`src/rtl/controle_motores.sv`:
```
// controle_motores: arbitrates avancar/girar/remover into timed motor and brush drive.
// Optional ODOMETRIA_EN adds a saturating 16-bit count of cycles spent moving forward.
module controle_motores #(
  parameter int DEAD_TIME     = 4,
  parameter int TURN_CYCLES   = 8,
  parameter int REMOVE_CYCLES = 16
) (
  input  logic       clockc2,
  input  logic       reset,
  input  logic       avancar,
  input  logic       girar,
  input  logic       remover,
  output logic       motor_esq_en,
  output logic       motor_dir_en,
  output logic       motor_esq_fwd,
  output logic       motor_dir_fwd,
  output logic       escova,
  output logic       ocupado,
  output logic [7:0] giros_cnt
`ifdef ODOMETRIA_EN
  ,
  output logic [15:0] odometro
`endif
);

  localparam int MAXP_A = (DEAD_TIME > TURN_CYCLES) ? DEAD_TIME : TURN_CYCLES;
  localparam int MAXP   = (MAXP_A > REMOVE_CYCLES) ? MAXP_A : REMOVE_CYCLES;
  localparam int TW     = $clog2(MAXP) + 1;

  typedef logic [TW-1:0] tmr_t;

  typedef enum logic [2:0] {
    PARADO  = 3'd0,
    PAUSA   = 3'd1,
    FRENTE  = 3'd2,
    GIRO    = 3'd3,
    REMOCAO = 3'd4
  } state_t;

  localparam tmr_t T_DEAD = tmr_t'(DEAD_TIME - 1);
  localparam tmr_t T_TURN = tmr_t'(TURN_CYCLES - 1);
  localparam tmr_t T_REM  = tmr_t'(REMOVE_CYCLES - 1);

  state_t     state_q, state_d;
  tmr_t       tmr_q, tmr_d;
  logic [2:0] cmd_q;
  logic [7:0] giros_q, giros_d;
  logic [5:0] outs_q;

  // remover beats girar beats avancar
  function automatic state_t alvo(input logic [2:0] c);
    state_t s;
    case (1'b1)
      c[2]:    s = REMOCAO;
      c[1]:    s = GIRO;
      c[0]:    s = FRENTE;
      default: s = PARADO;
    endcase
    return s;
  endfunction

  function automatic tmr_t carga(input state_t s);
    tmr_t t;
    case (s)
      GIRO:    t = T_TURN;
      REMOCAO: t = T_REM;
      default: t = '0;
    endcase
    return t;
  endfunction

  // {esq_en, dir_en, esq_fwd, dir_fwd, escova, ocupado}
  function automatic logic [5:0] decod(input state_t s);
    logic [5:0] o;
    case (s)
      PAUSA:   o = 6'b000001;
      FRENTE:  o = 6'b111101;
      GIRO:    o = 6'b111001;
      REMOCAO: o = 6'b000011;
      default: o = 6'b000000;
    endcase
    return o;
  endfunction

  // next-state, timer and turn-count logic, driven only by the captured command
  always_comb begin
    state_d = state_q;
    tmr_d   = tmr_q;
    giros_d = giros_q;
    case (state_q)
      PARADO: begin
        state_d = alvo(cmd_q);
        tmr_d   = carga(state_d);
      end
      FRENTE: begin
        if (cmd_q != 3'b001) begin
          state_d = PAUSA;
          tmr_d   = T_DEAD;
        end
      end
      GIRO: begin
        if (cmd_q[2]) begin
          state_d = PAUSA;
          tmr_d   = T_DEAD;
        end else if (tmr_q == '0) begin
          giros_d = giros_q + 8'd1;
          state_d = PAUSA;
          tmr_d   = T_DEAD;
        end else begin
          tmr_d = tmr_q - tmr_t'(1);
        end
      end
      REMOCAO: begin
        if (tmr_q == '0) begin
          state_d = PAUSA;
          tmr_d   = T_DEAD;
        end else begin
          tmr_d = tmr_q - tmr_t'(1);
        end
      end
      PAUSA: begin
        if (tmr_q == '0) begin
          state_d = alvo(cmd_q);
          tmr_d   = carga(state_d);
        end else begin
          tmr_d = tmr_q - tmr_t'(1);
        end
      end
      default: begin
        state_d = PARADO;
        tmr_d   = '0;
      end
    endcase
  end

  // state, command capture and registered Moore outputs
  always_ff @(posedge clockc2 or negedge reset) begin
    if (!reset) begin
      state_q <= PARADO;
      tmr_q   <= '0;
      cmd_q   <= 3'b000;
      giros_q <= 8'd0;
      outs_q  <= 6'b000000;
    end else begin
      state_q <= state_d;
      tmr_q   <= tmr_d;
      cmd_q   <= {remover, girar, avancar};
      giros_q <= giros_d;
      outs_q  <= decod(state_d);
    end
  end

  assign motor_esq_en  = outs_q[5];
  assign motor_dir_en  = outs_q[4];
  assign motor_esq_fwd = outs_q[3];
  assign motor_dir_fwd = outs_q[2];
  assign escova        = outs_q[1];
  assign ocupado       = outs_q[0];
  assign giros_cnt     = giros_q;

`ifdef ODOMETRIA_EN
  logic [15:0] odo_q;

  // saturating count of cycles spent in FRENTE
  always_ff @(posedge clockc2 or negedge reset) begin
    if (!reset) begin
      odo_q <= 16'd0;
    end else if (state_q == FRENTE && odo_q != 16'hFFFF) begin
      odo_q <= odo_q + 16'd1;
    end
  end

  assign odometro = odo_q;
`endif

endmodule

```
`config.mk`:
```
export PLATFORM = sky130hd
export DESIGN_NAME = controle_motores
export DESIGN_NICKNAME = d
export VERILOG_FILES = /design/src/rtl/controle_motores.sv
export SDC_FILE = /design/constraint.sdc
export NUM_CORES = 1
export LEC_CHECK = 0
export BUFFER_PORTS_ARGS = -buffer_cell sky130_fd_sc_hd__buf_2
export CORE_ASPECT_RATIO = 0.75
export CORE_MARGIN = 2
export CORE_UTILIZATION = 45
export CTS_BUF_LIST = sky130_fd_sc_hd__clkbuf_8
export DETAILED_ROUTE_END_ITERATION = 8
export PLACE_DENSITY_LB_ADDON = 0.15
export SLEW_MARGIN = 40
export SYNTH_ARGS = -nofsm -noshare
export SYNTH_HDL_FRONTEND = slang
export SYNTH_SLANG_ARGS = --single-unit
```
`constraint.sdc`:
```
create_clock -name clockc2 -period 3.2 [get_ports clockc2]
set_input_delay 0 -clock clockc2 [delete_from_list [all_inputs] [get_ports clockc2]]
set_output_delay 0 -clock clockc2 [all_outputs]
set_load 0.02 [all_outputs]
```
==> tab_implementation.tex <==
\begin{tabular}{lr}
\hline
Metric & Value \\
\hline
\multicolumn{2}{l}{\textbf{Logic synthesis}} \\
\quad Fraction of synthesized cell area taken by the top area cell type & 0.4837 \\
\quad Fraction of the mapped netlist area in adder cells & 0.03155 \\
\quad Largest area contributor in the synthesized netlist & dfrtp\_1 \\
\quad Cell count after synthesis & 111 \\
\quad EDFF count, synth & 0 \\
\quad Leading cell types by total area after synthesis & dfrtp\_1 48\%, xnor2\_1 4.4\%, ha\_1 3.2\% \\
\quad FFs w/ async S/R, synth & 1.000 \\
\quad Post-Syn Area & 0.001190 mm² \\
\quad Largest family of logic cells by synthesized area & simple AND/OR/NAND/NOR gates \\
\quad Mapped Avg Cell Area & 10.72 µm² \\
\quad Multiplexer share of the synthesized area & 0.009464 \\
\quad Post-Synth Simple-Gate Area & 0.2208 \\
\quad Area fraction in compound gates after synthesis & 0.1388 \\
\quad Count of warnings emitted by yosys & 0 \\
\quad Xor/xnor share of the synthesized area & 0.06625 \\
\quad Main flop type after synthesis & dfrtp\_1 \\
\quad Synth cell types & 43 \\
\quad Sequential area share after synthesis & 0.4837 \\
\quad Synthesized flop and latch total & 23 \\
\quad Net count of the mapped netlist & 119 \\
\multicolumn{2}{l}{\textbf{Finish}} \\
\quad End-of-flow core utilization & 0.5381 \\
\quad Fraction of layout cells with a size suffix above 1 & 0.2154 \\
\quad Final layout net count & 139 \\
\quad Number of inserted diodes & 0 \\
\quad Area delta synth->final & 15.88\% \\
\multicolumn{2}{l}{\textbf{STA}} \\
\quad Fraction of the cycle the final worst path needs & 0.7192 \\
\quad Least-Margin Pin Slew & 0.6427 ns \\
\quad Count of final max-slew check failures & 0 \\
\quad Hold Worst Slack & 0.2313 ns \\
\quad Final setup violation count & 0 \\
\quad Upper clock frequency limit & 434.5 MHz \\
\quad Hold violation total from the final report & 0 \\
\quad Setup TNS & 0 ns \\
\quad Time the final worst path needs with I/O delays and setup & 2.302 ns \\
\quad Worst slew slack as a fraction of its limit & 0.5706 \\
\quad Setup repair after global routing missed its margin & false \\
\quad Setup skew after layout & 0.005732 ns \\
\multicolumn{2}{l}{\textbf{Clock tree}} \\
\quad Clock tree from TritonCTS & built \\
\quad Maximum count of clock buffers along a single path & 2 \\
\quad Clock slew at the register clock pins of the worst setup and hold paths & 0.08 ns \\
\quad Number of buffers inserted during clock tree synthesis & 3 \\
\quad Clock Root Buffer & clkbuf\_8 \\
\quad Number of levels the H-tree was split into & 1 \\
\quad Sink count of the clock tree & 23 \\
\quad Clock latency at the later pin of the worst-skew pair & 0.26 ns \\
\quad Setup repair bufs after CTS & 0 \\
\multicolumn{2}{l}{\textbf{GRT}} \\
\quad Largest net degree at the start of global routing & 24 \\
\quad GRT Util Overall & 0.1649 \\
\quad First-pass GRT wire length & 3988 µm \\
\quad Initial antenna violation count & 0 \\
\quad Number of global-route vias before repair & 871 \\
\quad Global route overflow & 0 \\
\multicolumn{2}{l}{\textbf{Pwr}} \\
\quad Reported leakage power & 0.6728 nW \\
\quad Worst VDD drop & 0.0004856 V \\
\quad Cell area power density & 818.6 mW/mm² \\
\quad Post-layout total power & 1.129 mW \\
\multicolumn{2}{l}{\textbf{Worst setup path}} \\
\quad Arrival time of data at the critical path endpoint & 2.49 ns \\
\quad Setup crit end kind & register \\
\quad Launching element type of the critical path & register \\
\quad Worst setup path category & reg2reg \\
\quad Worst-path fanout max & 8 \\
\quad Critical path required time & 3.39 ns \\
\multicolumn{2}{l}{\textbf{Outcome}} \\
\quad Result of the run & complete, no violations \\
\multicolumn{2}{l}{\textbf{Floorplanning}} \\
\quad Io pins & 19 \\
\quad Height of the chip & 48.53 µm \\
\quad Die boundary width & 63.38 µm \\
\quad Die Area & 0.003076 mm² \\
\quad Total core area & 0.002562 mm² \\
\quad Count of standard-cell rows & 16 \\
\quad Effective utilization at floorplan & 0.4644 \\
\multicolumn{2}{l}{\textbf{Detailed routing}} \\
\quad Detailed Routing Iterations Pass 1 & 4 \\
\quad Detailed-route wire length per cell & 13.35 µm \\
\quad Number of DRC markers in iteration 0 & 35 \\
\quad Via-to-Cell Ratio & 5.343 \\
\quad Remaining antenna violation count & 0 \\
\quad Count of unresolved DRC violations after routing & 0 \\
\quad Routed WL & 2216 µm \\
\quad Routed via count & 887 \\
\multicolumn{2}{l}{\textbf{Place}} \\
\quad HPWL after detailed placement & 1639 µm \\
\quad Gp weighted congestion & 0.8461 \\
\quad Port Buffers & 18 \\
\multicolumn{2}{l}{\textbf{Job}} \\
\quad Maximum Capacitance Violations & 0 \\
\multicolumn{2}{l}{\textbf{Hold path}} \\
\quad Path category of the worst min-delay check & in2async \\
\hline
\end{tabular}
[synth_stat cells (all sizes together), types with 3 or more instances]
cell type,n
and3,4
buf,4
clkbuf,4
dfrtp,23
ha,3
inv,5
nand2,8
nand3,3
nand4,5
nor2,4
o21ai,4
xnor2,6
xor2,3
[routing by layer]
layer	part of all wire	up-vias	routed length (µm)	track usage
li1	-	446	-	-
met5	0	-	0	0
met2	0.42	19	922	0.2386
met1	0.54	420	1186	0.2459
met4	0.0036	0	8	0.02174
met3	0.045	2	99	0.05581
[cell usage in the layout (no fill, tap or decap), types with 3 or more instances in the layout]
cell,netlist,routed
and3_1,4,4
buf_2,2,18
clkbuf_8,0,3
dfrtp_1,23,23
dlygate4sd3_1,0,4
ha_1,3,3
inv_1,5,5
nand2_1,8,8
nand3_1,3,3
nand4_1,5,5
nor2_1,4,4
o21ai_0,4,4
xnor2_1,6,6
xor2_1,3,3
[repair_timing]
| action | in CTS | in global routing |
|---|---|---|
| resized for setup | 0 | 0 |
| endpoints found under the hold margin | 26 | 0 |
| hold buffers | 4 | 0 |
[registers in the layout (all words and copies together) (netlist names)]
signal,flops
outs_q,4
tmr_q,5
cmd_q,3
state_q,3
giros_cnt,8
[kinds of logic (layout without fill, tap and decap cells)]
logic type	after synthesis	after routing
fa+ha+maj	3	3
flops	23	23
mux	1	1
compound gates	21	21
xor+xnor	9	9
simple gates	41	41
buf+inv	13	32
[path summary, 6_finish.rpt]
| path | slack, ns | cells after the start | startpoint | end |
|---|---|---|---|---|
| setup / recovery | 0.90 | 6 | tmr_q[0]$_DFFE_PN0P_ | giros_cnt[7]$_DFFE_PN0P_ |
| hold / removal | 0.23 | 2 | reset | outs_q[4]$_DFF_PN0_ |
| setup reg to reg | 0.90 | 6 | tmr_q[0]$_DFFE_PN0P_ | giros_cnt[7]$_DFFE_PN0P_ |
| hold reg to reg | 0.48 | 1 | giros_cnt[7]$_DFFE_PN0P_ | giros_cnt[7]$_DFFE_PN0P_ |
| max in group asynchronous | 2.64 | 2 | reset | tmr_q[4]$_DFFE_PN0P_ |
| min in group clockc2 | 0.38 | 2 | girar | cmd_q[1]$_DFF_PN0_ |
[cell type report]
class	instances	area [µm²]
fill	245	1184
sequential	23	575.6
multi-input combinational	75	555.5
timing repair buffer	23	137.6
tap	36	45.04
clock buffer	3	41.29
inverter	5	18.77
clock inverter	1	5.005
[power breakdown]
group          switching (mW)  internal (mW)  total (mW)  leakage (nW)
clock                  0.0852         0.0868       0.172        0.0255
combinational           0.263          0.211       0.474         0.351
sequential              0.114          0.368       0.482         0.296
[per-stage QoR]
stage	instance area (µm²)	worst slack, ns	std cells
2_1_floorplan	1190	1.139	111
3_3_place_gp	1292	0.9886	158
3_5_place_dp	1292	0.9108	158
4_1_cts	1379	0.8875	166
5_1_grt	1379	0.7563	166
6_report	1379	0.8984	166
[critical path, cell delays in order, from the launching register on]
cell and delay, ns:
dfrtp_1 0.41, inv_1 0.09, ha_1 0.19, or4b_1 0.63, nor4_4 0.48, and4_1 0.29, xor2_1 0.15
(Power assumes the default switching activity.)
